$ cat src/rtl/spi_arbiter.sv
// Round-robin scheduler sharing one SPI frame engine between N_REQ requesters.
// Optional per-frame watchdog enabled by defining SPI_ARB_TIMEOUT_EN.
module spi_arbiter #(
   parameter int N_REQ       = 4,
   parameter int F_SIZE      = 8,
   parameter int F_NUM_MAX   = 4,
   parameter int GAP_CYC     = 4,
   parameter int TIMEOUT_CYC = 1024,
   localparam int FC_W       = $clog2(F_NUM_MAX + 1)
) (
   input  logic                      clk,
   input  logic                      rst_n,
   input  logic [N_REQ-1:0]          req_i,
   input  logic [N_REQ*FC_W-1:0]     nframes_i,
   input  logic [N_REQ*F_SIZE-1:0]   data_i,
   output logic [N_REQ-1:0]          data_rd_o,
   output logic [N_REQ-1:0]          grant_o,
   output logic [N_REQ-1:0]          done_o,
   output logic                      start_o,
   output logic [F_SIZE-1:0]         frame_data_o,
   input  logic                      frame_done_i,
   output logic                      cs_n_o,
   output logic                      err_o,
   output logic [2:0]                state_d
);

   localparam int PTR_W = $clog2(N_REQ);
   localparam int GC_W  = $clog2(GAP_CYC + 1);

   if (N_REQ < 2 || GAP_CYC < 1 || F_NUM_MAX < 1 || TIMEOUT_CYC < 1) begin : g_param_chk
      $error("spi_arbiter: illegal parameter value");
   end

   typedef enum logic [2:0] {
      S_IDLE = 3'd0,
      S_ARB  = 3'd1,
      S_LOAD = 3'd2,
      S_WAIT = 3'd3,
      S_GAP  = 3'd4
   } state_t;

   state_t             r_state, w_state_nxt;
   logic [PTR_W-1:0]   r_last, w_win;
   logic               w_win_vld;
   logic [N_REQ-1:0]   w_win_oh;
   logic [N_REQ-1:0]   r_grant, r_data_rd;
   logic [FC_W-1:0]    r_nfr, r_fcnt, w_fcnt_inc, w_nfr_sel, w_nfr_clamp;
   logic [GC_W-1:0]    r_gcnt;
   logic               r_start, r_cs_n;
   logic [F_SIZE-1:0]  r_fdata, w_fdata;
   logic               w_gap_last, w_frame_last, w_tmo;

   // Rotating priority: offset 1 from last winner is highest, offset N_REQ (itself) lowest.
   always_comb begin
      w_win     = '0;
      w_win_vld = 1'b0;
      for (int i = N_REQ; i >= 1; i--) begin
         for (int j = 0; j < N_REQ; j++) begin
            if (req_i[j] && ((int'(r_last) + i == j) || (int'(r_last) + i == j + N_REQ))) begin
               w_win     = PTR_W'(j);
               w_win_vld = 1'b1;
            end
         end
      end
   end

   assign w_win_oh = N_REQ'(1) << w_win;

   always_comb begin
      w_fdata   = '0;
      w_nfr_sel = '0;
      for (int i = 0; i < N_REQ; i++) begin
         if (r_last == PTR_W'(i)) w_fdata   = data_i[i*F_SIZE +: F_SIZE];
         if (w_win  == PTR_W'(i)) w_nfr_sel = nframes_i[i*FC_W +: FC_W];
      end
   end

   always_comb begin
      w_nfr_clamp = w_nfr_sel;
      if (w_nfr_sel == '0)
         w_nfr_clamp = FC_W'(1);
      else if (w_nfr_sel > FC_W'(F_NUM_MAX))
         w_nfr_clamp = FC_W'(F_NUM_MAX);
   end

   assign w_fcnt_inc   = r_fcnt + 1'b1;
   assign w_frame_last = (w_fcnt_inc == r_nfr);
   assign w_gap_last   = (r_state == S_GAP) && (r_gcnt == GC_W'(GAP_CYC - 1));

`ifdef SPI_ARB_TIMEOUT_EN
   localparam int WD_W = $clog2(TIMEOUT_CYC + 1);
   logic [WD_W-1:0] r_wd;
   logic            r_err;

   assign w_tmo = (r_state == S_WAIT) && (r_wd == WD_W'(TIMEOUT_CYC - 1));
   assign err_o = r_err;

   // A frame completing on the timeout cycle wins over the watchdog.
   always_ff @(posedge clk or negedge rst_n) begin
      if (!rst_n) begin
         r_wd  <= '0;
         r_err <= 1'b0;
      end else begin
         r_err <= w_tmo && !frame_done_i;
         if (r_state == S_LOAD)
            r_wd <= '0;
         else if (r_state == S_WAIT)
            r_wd <= r_wd + 1'b1;
      end
   end
`else
   assign w_tmo = 1'b0;
   assign err_o = 1'b0;
`endif

   always_comb begin
      w_state_nxt = r_state;
      case (r_state)
         S_IDLE: if (|req_i) w_state_nxt = S_ARB;
         S_ARB:  w_state_nxt = w_win_vld ? S_LOAD : S_IDLE;
         S_LOAD: w_state_nxt = S_WAIT;
         S_WAIT: begin
            if (frame_done_i)
               w_state_nxt = w_frame_last ? S_GAP : S_LOAD;
            else if (w_tmo)
               w_state_nxt = S_GAP;
         end
         S_GAP:  if (w_gap_last) w_state_nxt = S_IDLE;
         default: w_state_nxt = S_IDLE;
      endcase
   end

   always_ff @(posedge clk or negedge rst_n) begin
      if (!rst_n) begin
         r_state   <= S_IDLE;
         r_last    <= PTR_W'(N_REQ - 1);
         r_grant   <= '0;
         r_data_rd <= '0;
         r_start   <= 1'b0;
         r_cs_n    <= 1'b1;
         r_fdata   <= '0;
         r_nfr     <= '0;
         r_fcnt    <= '0;
         r_gcnt    <= '0;
      end else begin
         r_state   <= w_state_nxt;
         r_start   <= (r_state == S_LOAD);
         r_data_rd <= (r_state == S_LOAD) ? r_grant : '0;
         case (r_state)
            S_ARB: begin
               if (w_win_vld) begin
                  r_grant <= w_win_oh;
                  r_last  <= w_win;
                  r_nfr   <= w_nfr_clamp;
                  r_fcnt  <= '0;
               end
            end
            S_LOAD: begin
               r_fdata <= w_fdata;
               r_cs_n  <= 1'b0;
            end
            S_WAIT: begin
               if (frame_done_i)
                  r_fcnt <= w_fcnt_inc;
               if (w_state_nxt == S_GAP) begin
                  r_cs_n <= 1'b1;
                  r_gcnt <= '0;
               end
            end
            S_GAP: begin
               r_gcnt <= r_gcnt + 1'b1;
               if (w_gap_last)
                  r_grant <= '0;
            end
            default: ;
         endcase
      end
   end

   assign grant_o      = r_grant;
   assign data_rd_o    = r_data_rd;
   assign start_o      = r_start;
   assign frame_data_o = r_fdata;
   assign cs_n_o       = r_cs_n;
   assign done_o       = w_gap_last ? r_grant : '0;
   assign state_d      = r_state;

endmodule
$ cat config.mk
export PLATFORM = sky130hd
export DESIGN_NAME = spi_arbiter
export DESIGN_NICKNAME = d
export VERILOG_FILES = /design/src/rtl/spi_arbiter.sv
export SDC_FILE = /design/constraint.sdc
export NUM_CORES = 1
export LEC_CHECK = 0
export ABC_AREA = 1
export BUFFER_PORTS_ARGS = -buffer_cell sky130_fd_sc_hd__buf_2
export CORE_MARGIN = 2
export CORE_UTILIZATION = 30
export CTS_CLUSTER_DIAMETER = 120
export DETAILED_ROUTE_END_ITERATION = 10
export HOLD_SLACK_MARGIN = 0.05
export PLACE_DENSITY = 0.58
export SLEW_MARGIN = 40
export SYNTH_ARGS = -nofsm -noshare
export SYNTH_HDL_FRONTEND = slang
export SYNTH_SLANG_ARGS = --single-unit
$ cat constraint.sdc
create_clock -name clk -period 3.15 [get_ports clk]
set_clock_uncertainty 0.15 [all_clocks]
set_input_delay 0.315 -clock clk [delete_from_list [all_inputs] [get_ports clk]]
set_output_delay 0.315 -clock clk [all_outputs]
set_load 0.01 [all_outputs]
==> results.txt <==
final WL: 4730 um
maximum capacitance violations: 0
M2 GR Usage: 22.5%
initial antenna violation count: 0
Mean Syn Cell Area: 7.97 um2
Hold Path Sink: r_fcnt[2]
Yosys warnings: 0
Worst-path clk slew: 0.07 ns
first-pass GRT wire length: 7620 um
Synth top cells by count: nand2_1, dfrtp_1, inv_1
Yosys cell types: 32
Antenna Cells: 0
GRT Total Usage: 14.9%
core footprint: 5920 um2
post_cts resized: 0
flops & latches, synth: 32
GR Overflow Total: 0
Reg-to-Reg Start: r_last[0]
cell row count: 28
Final Hold Viols: 0
cell-internal power: 1.24 mW
Clk pwr share: 14.2%
Worst Reg2Reg Path Length in Cells: 19
biggest area consumer among synthesized cells: dfrtp_1
initial core utilization: 31.1%
sequential area share after synthesis: 43.7%
share of flip-flops with an asynchronous set or reset: 100%
Post-CTS Setup Bufs: 0
cell count along the critical path: 19
Slew Viols, Final: 0
Net Sw Power: 1.03 mW
critical-path cell list: inv_1 -> nor2_2 -> nand2_1 -> nand2_1 -> nand2_1 -> nand2_1 -> nand2_1 -> nand2_1 -> nand2_1 -> nand2_1 -> nand2_1 -> nand2_1 -> nand2_2 -> nand2_4 -> nand2_4 -> nand2_1 -> nand4_1 -> nand2_2 -> a21oi_1
number of enable flip-flop cells after synthesis: 0
nets: 364
io pins: 77
Slowest-stage cell, CP: dfstp_2
die area: 6780 um2
Syn Std Cell Area: 1840 um2
port bufs: 75
share of the synthesized area in the top cell type: 39.4%
via count: 1,800
Synth area leaders: dfrtp_1, nand2_1, inv_1
vias in the first global route: 1,681
most common cell in the netlist: nand2_1
pre-CTS setup slack: 0.652 ns
# fillers: 625
LEAKAGE: 1.28 nW
WP data arrival: 2.50 ns
Total Neg Setup Slack: 0 ns
Final GP Congestion: 0.828
Sw Share: 45.6%
final worst-path setup slack: 0.659 ns
Tmin final: 2.49 ns
drt wl/cell: 12.3 um
Bufs and invs on worst path: 1
ys flop type: dfrtp_1
DRT Pass-1 Iters: 4
P per Cell Area: 957 nW/um2
Worst R2R Setup Slack: 0.66 ns
Post-Syn Instances: 231
Sink Count: 32
Syn-to-layout area delta: 28.8%
period utilization: 79.1%
Worst Tran Pin Value: 0.695 ns
status: complete, no violations
share of cells above drive strength 1: 32.5%
Num CTS Buffers: 5
worst hold path class: input pin to register
Crit Path Category: register to register
CTS H-tree lvls: 2
Die X: 82.3 um
worst skew pair latency: 0.28 ns
max frequency: 0.401 GHz
# setup viols final: 0
Combinational Power Share: 55.1%
Slew headroom: 53.7%
Sequential Power Share: 30.8%
post-detailed-route DRC marker count: 0
Post-DRT Antenna Nets: 0
r2r endpoint: r_nfr[2]
CP top delay family: simple AND/OR/NAND/NOR gates
Vias/cell: 4.66
DRT iter0 DRCs: 112
Peak VDD IR: 0.315 mV
Syn Nets: 285
CP Launch Type: register
largest net degree at the start of global routing: 33
WP data required: 3.16 ns
GR peak layer: met2
met3 GRT Util: 3.37%
CTS tree: yes
hold path startpoint: frame_done_i
M1 GR Usage: 21.1%
Root Buffer: clkbuf_8
most used cell, CP: nand2_1
Critical Path End Type: register
largest driver fanout on the critical path: 11
DP HPWL: 3710 um
RSZ-0062 raised after global routing: no
Clock Tree Buf Depth: 2
Hold Path Depth: 3
die height: 82.3 um
Crit path largest cell delay: 0.58 ns
==> cells in the final DEF, fill, tap and decap left out, types with 4 or more instances in the layout <==
cell type | Yosys | routed
nor2_1 | 18 | 18
a21oi_1 | 7 | 7
a41oi_1 | 4 | 4
clkbuf_8 | 0 | 6
nand4_1 | 7 | 7
a221oi_1 | 4 | 4
nand2_1 | 70 | 70
inv_1 | 23 | 23
nand3_1 | 15 | 15
buf_2 | 0 | 75
o21ai_0 | 9 | 9
dfrtp_1 | 29 | 29
==> logic make-up after synthesis <==
kind of cell | Yosys count | share of synthesized area (%)
AOI/OAI and AO/OA | 36 | 13.9
xor gates and xnor gates | 4 | 1.90
adders and majority gates | 3 | 2.04
buffers and inverters | 32 | 8.56
DFF | 32 | 43.7
other | 1 | 0.204
and+or+nand+nor | 123 | 29.7
==> per-layer routing <==
layer	part of all wire [%]	vias to the layer above
met3	6.7	5
met2	42	56
met1	50	808
met5	0	-
met4	1.3	0
li1	-	931
==> power by group through the flow <==
stage	sequential (mW)	combinational, mW	clock (mW)
detailed placement	0.706	1.26	0
global route	0.719	1.44	0.352
global placement	0.706	1.24	0
finish	0.698	1.25	0.321
CTS	0.699	1.27	0.335
floorplan	0.748	0.903	0
==> state kept, by name, summed over array words and instances (netlist names) <==
signal        count
cs_n_o            1
frame_data_o      8
start_o           1
r_nfr             3
r_fcnt            3
state_d           3
data_rd_o         4
r_gcnt            3
r_last            2
grant_o           4
==> timing repair <==
item,4_1_cts,5_1_grt
setup endpoints to repair,0,0
endpoints found under the hold margin,29,0
hold buffers,1,0
==> metrics by stage <==
stage / utilization [%] / hold WS (ns) / total power, mW / cell area, um2 / std cells
3_3_place_gp: 38.3 / 0.262 / 1.95 / 2270 / 377
2_1_floorplan: - / -0.131 / 1.65 / 1840 / 231
5_1_grt: 40.0 / 0.146 / 2.51 / 2370 / 386
6_report: 40.0 / 0.148 / 2.27 / 2370 / 386
4_1_cts: 40.0 / 0.139 / 2.30 / 2370 / 386
3_5_place_dp: 38.3 / 0.265 / 1.97 / 2270 / 377
==> how the worst max path moves through the flow <==
| stage | start | to | slack, ns |
|---|---|---|---|
| after floorplan | r_last[1] | r_nfr[0] | 1.17 |
| after global placement | r_last[0] | r_nfr[2] | 0.77 |
| after detailed placement | r_last[0] | r_nfr[2] | 0.65 |
| after CTS | r_last[0] | r_nfr[0] | 0.64 |
| after global routing | r_last[0] | r_nfr[1] | 0.38 |
| final | r_last[0] | r_nfr[2] | 0.66 |
==> final cells by class <==
| cell class | count | area (um2) | share of cell area (%) |
|---|---|---|---|
| clock buffers | 6 | 82.6 | 3.48 |
| clock inverters | 2 | 10.0 | 0.422 |
| inverters | 25 | 93.8 | 3.96 |
| multi-input cells | 167 | 878 | 37.0 |
| flip-flops and latches | 32 | 805 | 33.9 |
| well taps | 75 | 93.8 | 3.96 |
| repair buffers | 79 | 408 | 17.2 |
==> worst min-delay path: stages <==
cell     delay [ns]
buf_2          0.10
nand3_1        0.07
nand2_1        0.06
(Power assumes the default switching activity.)
